==> config.mk <==
export PLATFORM = sky130hd
export DESIGN_NAME = aurora_rx_deframer
export DESIGN_NICKNAME = d
export VERILOG_FILES = /design/src/rtl/aurora_rx_pkg.sv /design/src/rtl/aurora_rx_ram.sv /design/src/rtl/aurora_rx_deframer.sv
export SDC_FILE = /design/constraint.sdc
export NUM_CORES = 2
export LEC_CHECK = 0
export BUFFER_PORTS_ARGS = -buffer_cell sky130_fd_sc_hd__buf_2
export CAP_MARGIN = 20
export CORE_ASPECT_RATIO = 1.2
export CORE_MARGIN = 5
export CORE_UTILIZATION = 25
export CTS_BUF_LIST = sky130_fd_sc_hd__clkbuf_4 sky130_fd_sc_hd__clkbuf_8
export CTS_CLUSTER_DIAMETER = 40
export CTS_CLUSTER_SIZE = 25
export DETAILED_ROUTE_END_ITERATION = 16
export HOLD_SLACK_MARGIN = 0.06
export PLACE_DENSITY = 0.4
export SYNTH_ARGS = -nofsm -noshare
export SYNTH_HDL_FRONTEND = slang
export SYNTH_SLANG_ARGS = --single-unit
==> constraint.sdc <==
create_clock -name s_axis_aclk -period 9.5 [get_ports s_axis_aclk]
set_clock_uncertainty 0.05 [all_clocks]
set_input_delay 0.475 -clock s_axis_aclk [delete_from_list [all_inputs] [get_ports s_axis_aclk]]
set_output_delay 0.475 -clock s_axis_aclk [all_outputs]
set_load 0.02 [all_outputs]
==> src/rtl/aurora_rx_pkg.sv <==
// Shared constants and FSM state encoding for the Aurora RX deframer.
package aurora_rx_pkg;

    localparam int WORD_W = 32;
    localparam int CNT_W  = 16;

    typedef enum logic [1:0] {
        S_RX_IDLE = 2'd0,
        S_RX_DATA = 2'd1,
        S_RX_DROP = 2'd2
    } rx_state_e;

    function automatic logic [CNT_W-1:0] sat_inc(input logic [CNT_W-1:0] value);
        return (value == {CNT_W{1'b1}}) ? value : value + 1'b1;
    endfunction

endpackage

==> src/rtl/aurora_rx_ram.sv <==
// Simple dual-port frame buffer: one synchronous write port, one asynchronous
// read port so the output stage can load a word in the same cycle it addresses it.
module aurora_rx_ram
    import aurora_rx_pkg::*;
#(
    parameter int ADDR_W = 6,
    parameter int DATA_W = WORD_W + 1
)
(
    input  logic              i_clk,
    input  logic              i_wr_en,
    input  logic [ADDR_W-1:0] i_wr_addr,
    input  logic [DATA_W-1:0] i_wr_data,
    input  logic [ADDR_W-1:0] i_rd_addr,
    output logic [DATA_W-1:0] o_rd_data
);

    logic [DATA_W-1:0] r_mem [0:(1<<ADDR_W)-1];

    always_ff @(posedge i_clk) begin
        if (i_wr_en) begin
            r_mem[i_wr_addr] <= i_wr_data;
        end
    end

    assign o_rd_data = r_mem[i_rd_addr];

endmodule

==> src/rtl/aurora_rx_deframer.sv <==
// Buffers Aurora RX frames and releases only complete, length-checked frames on
// a backpressured AXI-Stream master. Optional stats counters: AURORA_RX_STATS_EN.
module aurora_rx_deframer
    import aurora_rx_pkg::*;
#(
    parameter int DEPTH_LOG2 = 6,
    parameter int MAX_WORDS  = 32
)
(
    input  logic              s_axis_aclk,
    input  logic              s_axis_areset,
    input  logic              s_axis_tvalid,
    input  logic [WORD_W-1:0] s_axis_tdata,
    input  logic              s_axis_tlast,
    output logic              m_axis_tvalid,
    output logic [WORD_W-1:0] m_axis_tdata,
    output logic              m_axis_tlast,
    input  logic              m_axis_tready,
`ifdef AURORA_RX_STATS_EN
    output logic [CNT_W-1:0]  frames_ok,
    output logic [CNT_W-1:0]  frames_dropped,
`endif
    output logic              frame_done,
    output logic [CNT_W-1:0]  frame_len
);

    localparam int                PTR_W    = DEPTH_LOG2 + 1;
    localparam int                DEPTH    = 1 << DEPTH_LOG2;
    localparam logic [PTR_W-1:0]  FULL_LVL = PTR_W'(DEPTH);
    localparam logic [CNT_W-1:0]  MAX_CNT  = CNT_W'(MAX_WORDS);

    rx_state_e          r_state;
    rx_state_e          w_state_next;
    logic [PTR_W-1:0]   r_wr_ptr;
    logic [PTR_W-1:0]   r_wr_commit;
    logic [PTR_W-1:0]   r_rd_ptr;
    logic [CNT_W-1:0]   r_word_cnt;
    logic [CNT_W-1:0]   r_frame_len;
    logic               r_frame_done;
    logic               r_out_valid;
    logic [WORD_W-1:0]  r_out_data;
    logic               r_out_last;

    logic               w_full;
    logic               w_empty;
    logic               w_wr_en;
    logic               w_rewind;
    logic               w_commit;
    logic               w_drop_cnt;
    logic               w_load;
    logic [WORD_W:0]    w_rd_word;

    // Full uses the registered read pointer, so a read frees space only next cycle.
    assign w_full  = (r_wr_ptr - r_rd_ptr) == FULL_LVL;
    assign w_empty = (r_rd_ptr == r_wr_commit);
    assign w_load  = !w_empty && (!r_out_valid || m_axis_tready);

    aurora_rx_ram #(
        .ADDR_W (DEPTH_LOG2),
        .DATA_W (WORD_W + 1)
    ) u_ram (
        .i_clk     (s_axis_aclk),
        .i_wr_en   (w_wr_en),
        .i_wr_addr (r_wr_ptr[DEPTH_LOG2-1:0]),
        .i_wr_data ({s_axis_tlast, s_axis_tdata}),
        .i_rd_addr (r_rd_ptr[DEPTH_LOG2-1:0]),
        .o_rd_data (w_rd_word)
    );

    always_ff @(posedge s_axis_aclk or posedge s_axis_areset) begin
        if (s_axis_areset) begin
            r_state <= S_RX_IDLE;
        end else begin
            r_state <= w_state_next;
        end
    end

    always_comb begin
        w_state_next = r_state;
        w_wr_en      = 1'b0;
        w_rewind     = 1'b0;
        w_commit     = 1'b0;
        w_drop_cnt   = 1'b0;
        case (r_state)
            S_RX_IDLE, S_RX_DATA: begin
                if (s_axis_tvalid) begin
                    if (w_full || (r_word_cnt == MAX_CNT)) begin
                        // Rejected frame: roll back everything written for it.
                        w_rewind = 1'b1;
                        if (s_axis_tlast) begin
                            w_drop_cnt   = 1'b1;
                            w_state_next = S_RX_IDLE;
                        end else begin
                            w_state_next = S_RX_DROP;
                        end
                    end else begin
                        w_wr_en = 1'b1;
                        if (s_axis_tlast) begin
                            w_commit     = 1'b1;
                            w_state_next = S_RX_IDLE;
                        end else begin
                            w_state_next = S_RX_DATA;
                        end
                    end
                end
            end
            S_RX_DROP: begin
                if (s_axis_tvalid && s_axis_tlast) begin
                    w_drop_cnt   = 1'b1;
                    w_state_next = S_RX_IDLE;
                end
            end
            default: begin
                w_state_next = S_RX_IDLE;
            end
        endcase
    end

    always_ff @(posedge s_axis_aclk or posedge s_axis_areset) begin
        if (s_axis_areset) begin
            r_wr_ptr     <= '0;
            r_wr_commit  <= '0;
            r_word_cnt   <= '0;
            r_frame_len  <= '0;
            r_frame_done <= 1'b0;
        end else begin
            if (w_wr_en) begin
                r_wr_ptr <= r_wr_ptr + 1'b1;
            end else if (w_rewind) begin
                r_wr_ptr <= r_wr_commit;
            end
            if (w_commit || w_rewind) begin
                r_word_cnt <= '0;
            end else if (w_wr_en) begin
                r_word_cnt <= r_word_cnt + 1'b1;
            end
            if (w_commit) begin
                r_wr_commit <= r_wr_ptr + 1'b1;
                r_frame_len <= r_word_cnt + 1'b1;
            end
            r_frame_done <= w_commit;
        end
    end

    // First-word-fall-through output register; holds its word while stalled.
    always_ff @(posedge s_axis_aclk or posedge s_axis_areset) begin
        if (s_axis_areset) begin
            r_rd_ptr    <= '0;
            r_out_valid <= 1'b0;
            r_out_data  <= '0;
            r_out_last  <= 1'b0;
        end else begin
            if (w_load) begin
                r_rd_ptr    <= r_rd_ptr + 1'b1;
                r_out_valid <= 1'b1;
                r_out_data  <= w_rd_word[WORD_W-1:0];
                r_out_last  <= w_rd_word[WORD_W];
            end else if (m_axis_tready) begin
                r_out_valid <= 1'b0;
            end
        end
    end

`ifdef AURORA_RX_STATS_EN
    logic [CNT_W-1:0] r_frames_ok;
    logic [CNT_W-1:0] r_frames_dropped;

    always_ff @(posedge s_axis_aclk or posedge s_axis_areset) begin
        if (s_axis_areset) begin
            r_frames_ok      <= '0;
            r_frames_dropped <= '0;
        end else begin
            if (w_commit) begin
                r_frames_ok <= sat_inc(r_frames_ok);
            end
            if (w_drop_cnt) begin
                r_frames_dropped <= sat_inc(r_frames_dropped);
            end
        end
    end

    assign frames_ok      = r_frames_ok;
    assign frames_dropped = r_frames_dropped;
`endif

    assign m_axis_tvalid = r_out_valid;
    assign m_axis_tdata  = r_out_data;
    assign m_axis_tlast  = r_out_last;
    assign frame_done    = r_frame_done;
    assign frame_len     = r_frame_len;

endmodule

### Word level (Yosys, flattened, before mapping)

Memory sizes are Yosys's and may differ from the RTL's. A register that Yosys moved wholly into a read port is not among the register bits.
Cells that the tools add are included.

* bits of input ports: 37
* flip-flop bits (word level): 57
* memories kept: 1
* output and inout bits: 51
* RAM bits: 2112

Memories
* u_ram.r_mem: depth 64, bits a word 33, read ports 1, clocked after memory_dff 1, wr ports 1, line aurora_rx_ram.sv:18 `logic [DATA_W-1:0] r_mem [0:(1<<ADDR_W)-1];`

* add/sub/neg operators: 4
* equality and inequality tests: 7
* muxes and demuxes: 24
* reductions and logical operators: 13

Operators by type and width (count)
* two-way mux 16 bit: 2
* adder 16 x 1 -> 16 bit (second input constant): 1
* == test 16 x 6 -> 1 bit (second input constant): 1
* two-way mux 1 bit: 15
* adder 7 x 1 -> 7 bit (second input constant): 2
* two-way mux 7 bit: 2
* two-way mux 2 bit: 4
* == test 7 bit: 1
* == test 7 bit (second input constant): 1
* subtractor 7 bit: 1
* nonzero test 2 bit: 3
* != test 2 bit (second input constant): 2
* one-hot mux 2 bit (2 select lines): 1
* logical OR 1 bit: 3
* == test 2 x 1 -> 1 bit (second input constant): 1
* == test 2 bit (second input constant): 1
* logical AND 1 bit: 2
* logical NOT 1 bit: 2
* logical NOT 2 bit: 1
* AND reduction 2 bit: 1
* OR reduction 2 bit: 1

### Logic depth before layout (Yosys ltp)

* depth after elaboration: 8
* depth in mapped cells: 14
* mapped depth without buffers: 8

### Modules after synthesis

Synthesis repeated with hierarchy kept, for this count alone.

* cell total of the unflattened synthesis: 3968
* area, all modules: 84881.4 um^2

By module, submodules not included
* aurora_rx_ram: seq. area each 63420.8 um^2, times used 1, cells an instance 3565, area each 80532.2 um^2
* aurora_rx_deframer: seq. area each 2252.2 um^2, times used 1, cells an instance 403, area each 4349.2 um^2

### Worst setup path before layout

OpenSTA, ideal clock, no wires.

* path kind: reg-to-reg
* from: reg r_rd_ptr[4]
* to: mem u_ram.r_mem[58][0] (netlist bit) (enable)
* library setup time: 0.423 ns
* cell stages (with the launch flop): 14
* clock period less this slack: 4.840 ns
* required time: 9.027 ns
* data arrival time: 4.367 ns
* path buffers: 5
* path slack: 4.660 ns
* cell sequence: dfrtp_1 -> clkbuf_1 -> inv_1 -> clkbuf_1 -> clkbuf_1 -> ha_1 -> nand4_1 -> a21oi_1 -> nor4_2 -> o41a_1 -> buf_2 -> buf_2 -> nand3_1 -> nor2_1

* word-level cells in the longest chain between the ends: 8

RTL lines
* from (decl): line aurora_rx_deframer.sv:36 `logic [PTR_W-1:0] r_rd_ptr;`
* from (signal assigned): line aurora_rx_deframer.sv:154 `r_rd_ptr <= r_rd_ptr + 1'b1;`
* subtractor 7 bit: line aurora_rx_deframer.sv:54 `assign w_full = (r_wr_ptr - r_rd_ptr) == FULL_LVL;`
* == test 7 bit: line aurora_rx_deframer.sv:54
* logical OR 1 bit: line aurora_rx_deframer.sv:87 `if (w_full || (r_word_cnt == MAX_CNT)) begin`
* two-way mux 1 bit: line aurora_rx_deframer.sv:87
* two-way mux 1 bit: line aurora_rx_deframer.sv:86 `if (s_axis_tvalid) begin`
* two-way mux 1 bit: line aurora_rx_deframer.sv:84 `case (r_state)`
* two-way mux 1 bit: line aurora_rx_ram.sv:21 `if (i_wr_en) begin`
* two-way mux 1 bit (implied by the code): line aurora_rx_ram.sv:22 `r_mem[i_wr_addr] <= i_wr_data;`
* to (decl): line aurora_rx_ram.sv:18

Every way passes these cells.

### Worst setup path in the final report

* from: reg r_rd_ptr[5]
* to: mem u_ram.r_mem[0][0] (netlist bit) (enable)

The elaborated chain is that of the path after synthesis.

==> flow_metrics.tcl <==
set metrics [dict create \
    portBuffers 87 \
    clock_path_buffers 4 \
    htree_levels 5 \
    grt_max_degree 84 \
    first_pass_iters 5 \
    ys_warn_count 0 \
    post-cts-setup-buffer-count 0 \
    hpwl_mm 159.3 \
    die_x_um 542.2 \
    synthXorXnorAreaFrac_pct 0.3402 \
    synth_edf_count 2112 \
    ys_types 65 \
    drv_slew 0 \
    hold_viol 0 \
    cp-start-kind "flop" \
    setup-tns-final_ns 0 \
    setup_viol 0 \
    yosysSeqAreaShare_pct 77.30 \
    wl_per_cell_um 29.81 \
    antenna_found_initial 20 \
    drt_iter0_drc 3840 \
    via_per_inst 4.679 \
    drive_gt1_share_pct 29.56 \
    cellPowerDensity_nw_per_um2 288.9 \
    clkSinkCount 2202 \
    status "complete, no violations" \
    critPathRequiredTime_ns 10.03 \
    async_reset_ff_share_pct 4.087 \
    synth_compound_gate_area_share_pct 4.039 \
    worst_pin_slew_ns 1.445 \
    utilization_pct 29.42 \
    grt_pass1_vias 44936 \
    drcViolationCount 0 \
    synth_top_area_share_pct 74.65 \
    die_area_um2 351700 \
    cts_resized 0 \
    synth_top_family_by_area "multiplexers" \
    start_util_pct 25.10 \
    syn-cell-area_um2 84960 \
    cts_buffers 341 \
    grt_pass1_wl_mm 378.0 \
    endpoint_kind "flop" \
    num_vias 43167 \
    irDropWorstVdd_uv 268.6 \
    syn_avg_cell_area_um2 20.88 \
    criticalPathCategory "flop to flop" \
    cap_viol_max_count 0 \
    synth_mux_area_share_pct 14.54 \
    slew_headroom_pct 3.081 \
    ys_top_cells_by_area "edfxtp_1 (75%), mux4_2 (11%), mux2i_1 (3.3%), dfrtp_1 (2.7%), a22oi_1 (1.1%)" \
    synth_top_flop_cell "edfxtp_1" \
    ctsHoldBuffers 11 \
    cts_root_buf "clkbuf_8" \
    worstPathArrival_ns 6.15 \
    whs_ns 0.1414 \
    max_freq_ghz 0.1780 \
    num_io_pins 88 \
    gp_congestion 0.7599 \
    place_inst 8586 \
    overflow 0 \
    final_nets 4503 \
    final_cells 9225 \
    hold_path_class "input port to flop" \
    clkLatencyLatePin_ns 1.00 \
    timing.final.crit_share_pct 59.14 \
    leakage_nw 31.42 \
    clk_pin_slew_worst_paths_ns 0.08 \
    synth_seq_cells 2202 \
    ant_nets 0 \
    core_um2 338500 \
    num_rows 234 \
    cts_tree "done" \
    synth_nets 4116 \
    area.growth.synth_to_final_pct 17.19 \
    grt_use_total_pct 15.18 \
    synth.most_common_cell "edfxtp_1" \
    synth_cells 4069 \
    synth_common_cells "edfxtp_1 (2112), mux4_2 (405), mux2i_1 (278), nand2_1 (126), a22oi_1 (121)" \
    period_needed_ns 5.618 \
    synthAdderAreaFrac_pct 0.1473 \
    synth-simple-area-share_pct 2.075 \
    critPathMaxFanout 31 \
    rsz0062_at_grt "no" \
    die_h_um 648.6 \
    routed_wl_mm 275.0 \
    synth_top_cell_by_area "edfxtp_1" \
]
[cells by family (layout without fill, tap and decap cells)]
| kind of cell | after synthesis | after routing |
|---|---|---|
| AND/OR/NAND/NOR | 386 | 386 |
| adder cells (fa/ha/maj) | 10 | 10 |
| buffers and inverters | 249 | 913 |
| other | 0 | 8 |
| XOR/XNOR | 33 | 33 |
| AO/OA/AOI/OAI | 472 | 472 |
| flip-flops | 2202 | 2202 |
| multiplexers | 717 | 717 |
[flip-flops by register name, summed over array words and instances (netlist names)]
| register | count |
|---|---|
| r_wr_ptr | 7 |
| frame_done | 1 |
| r_state | 2 |
| m_axis_tdata | 32 |
| frame_len | 16 |
| r_wr_commit | 7 |
| u_ram.r_mem | 2112 |
| r_word_cnt | 16 |
| m_axis_tvalid | 1 |
| m_axis_tlast | 1 |
| r_rd_ptr | 7 |
[critical path, stage by stage (launching register included)]
cell and delay [ns]:
dfrtp_2 0.35, buf_4 0.59, inv_1 0.21, ha_1 0.39, nand4_1 0.12, a21oi_1 0.08, nor4_2 0.41, o41a_1 0.22
buf_4 0.37, nand3b_1 0.75, nor2_4 1.07, buf_4 0.54
[worst paths after layout]
path | start | end | slack (ns) | cells after the start
setup / recovery | r_rd_ptr[5]$_DFFE_PP0P_ | u_ram.r_mem[0][0]$_DFFE_PP_ | 3.88 | 11
hold / removal | s_axis_tdata[14] | u_ram.r_mem[5][14]$_DFFE_PP_ | 0.14 | 2
setup reg to reg | r_rd_ptr[5]$_DFFE_PP0P_ | u_ram.r_mem[0][0]$_DFFE_PP_ | 3.88 | 11
hold reg to reg | frame_len[6]$_DFFE_PP0P_ | frame_len[6]$_DFFE_PP0P_ | 0.46 | 1
max in group asynchronous | s_axis_areset | r_rd_ptr[0]$_DFFE_PP0P_ | 7.69 | 4
min in group asynchronous | s_axis_areset | m_axis_tdata[6]$_DFFE_PP0P_ | 0.17 | 3
[placed cells by master, fill, tap and decap left out, types with 16 or more instances in the layout]
master / n
mux4_2: 405
o21ai_0: 35
nor2_1: 42
o22ai_1: 42
clkbuf_4: 22
xnor2_1: 26
inv_8: 17
clkinv_4: 32
mux2_2: 16
nand2_1: 126
mux2_4: 18
clkbuf_8: 354
a22o_1: 22
dfrtp_1: 84
edfxtp_1: 2112
o221ai_1: 32
a211oi_1: 21
mux2i_1: 278
bufinv_16: 38
a22oi_1: 121
clkinvlp_4: 44
nor2_4: 68
clkinv_2: 40
inv_6: 40
nand3_1: 57
a21oi_1: 79
clkinv_1: 31
a221oi_1: 25
buf_4: 170
buf_2: 85
nand4_1: 23
a2111oi_0: 19
[stage by stage]
step           power (mW)  setup WS [ns]  cell area [um2]
2_1_floorplan       16.56          4.660            84960
3_3_place_gp        20.11          4.069            91670
3_5_place_dp        20.13          4.044            91740
4_1_cts             29.25          3.954            99550
5_1_grt             29.97          3.649            99560
6_report            28.76          3.882            99570
[layer usage]
metal	track usage (%)	vias up	wire, um
li1	-	17894	-
met1	19.84	23618	116600
met2	26.22	1282	138600
met3	2.605	367	13410
met4	3.673	6	6281
met5	0	-	41
[power by group]
part	switching, mW	total, mW	internal (mW)
combinational	5.22	8.20	2.98
clock	4.25	9.04	4.78
sequential	0.427	11.5	11.1
total	9.90	28.8	18.9
[cell type report]
cell class                 instances  area (um2)
tap                             4484        5610
clock buffer                     376        5037
timing repair buffer             273        1912
clock inverter                   244        2655
sequential                      2202       65690
inverter                          20       80.08
antenna                            8       20.02
multi-input combinational       1618       18560
fill                           33296      238900
(Power assumes the default switching activity.)
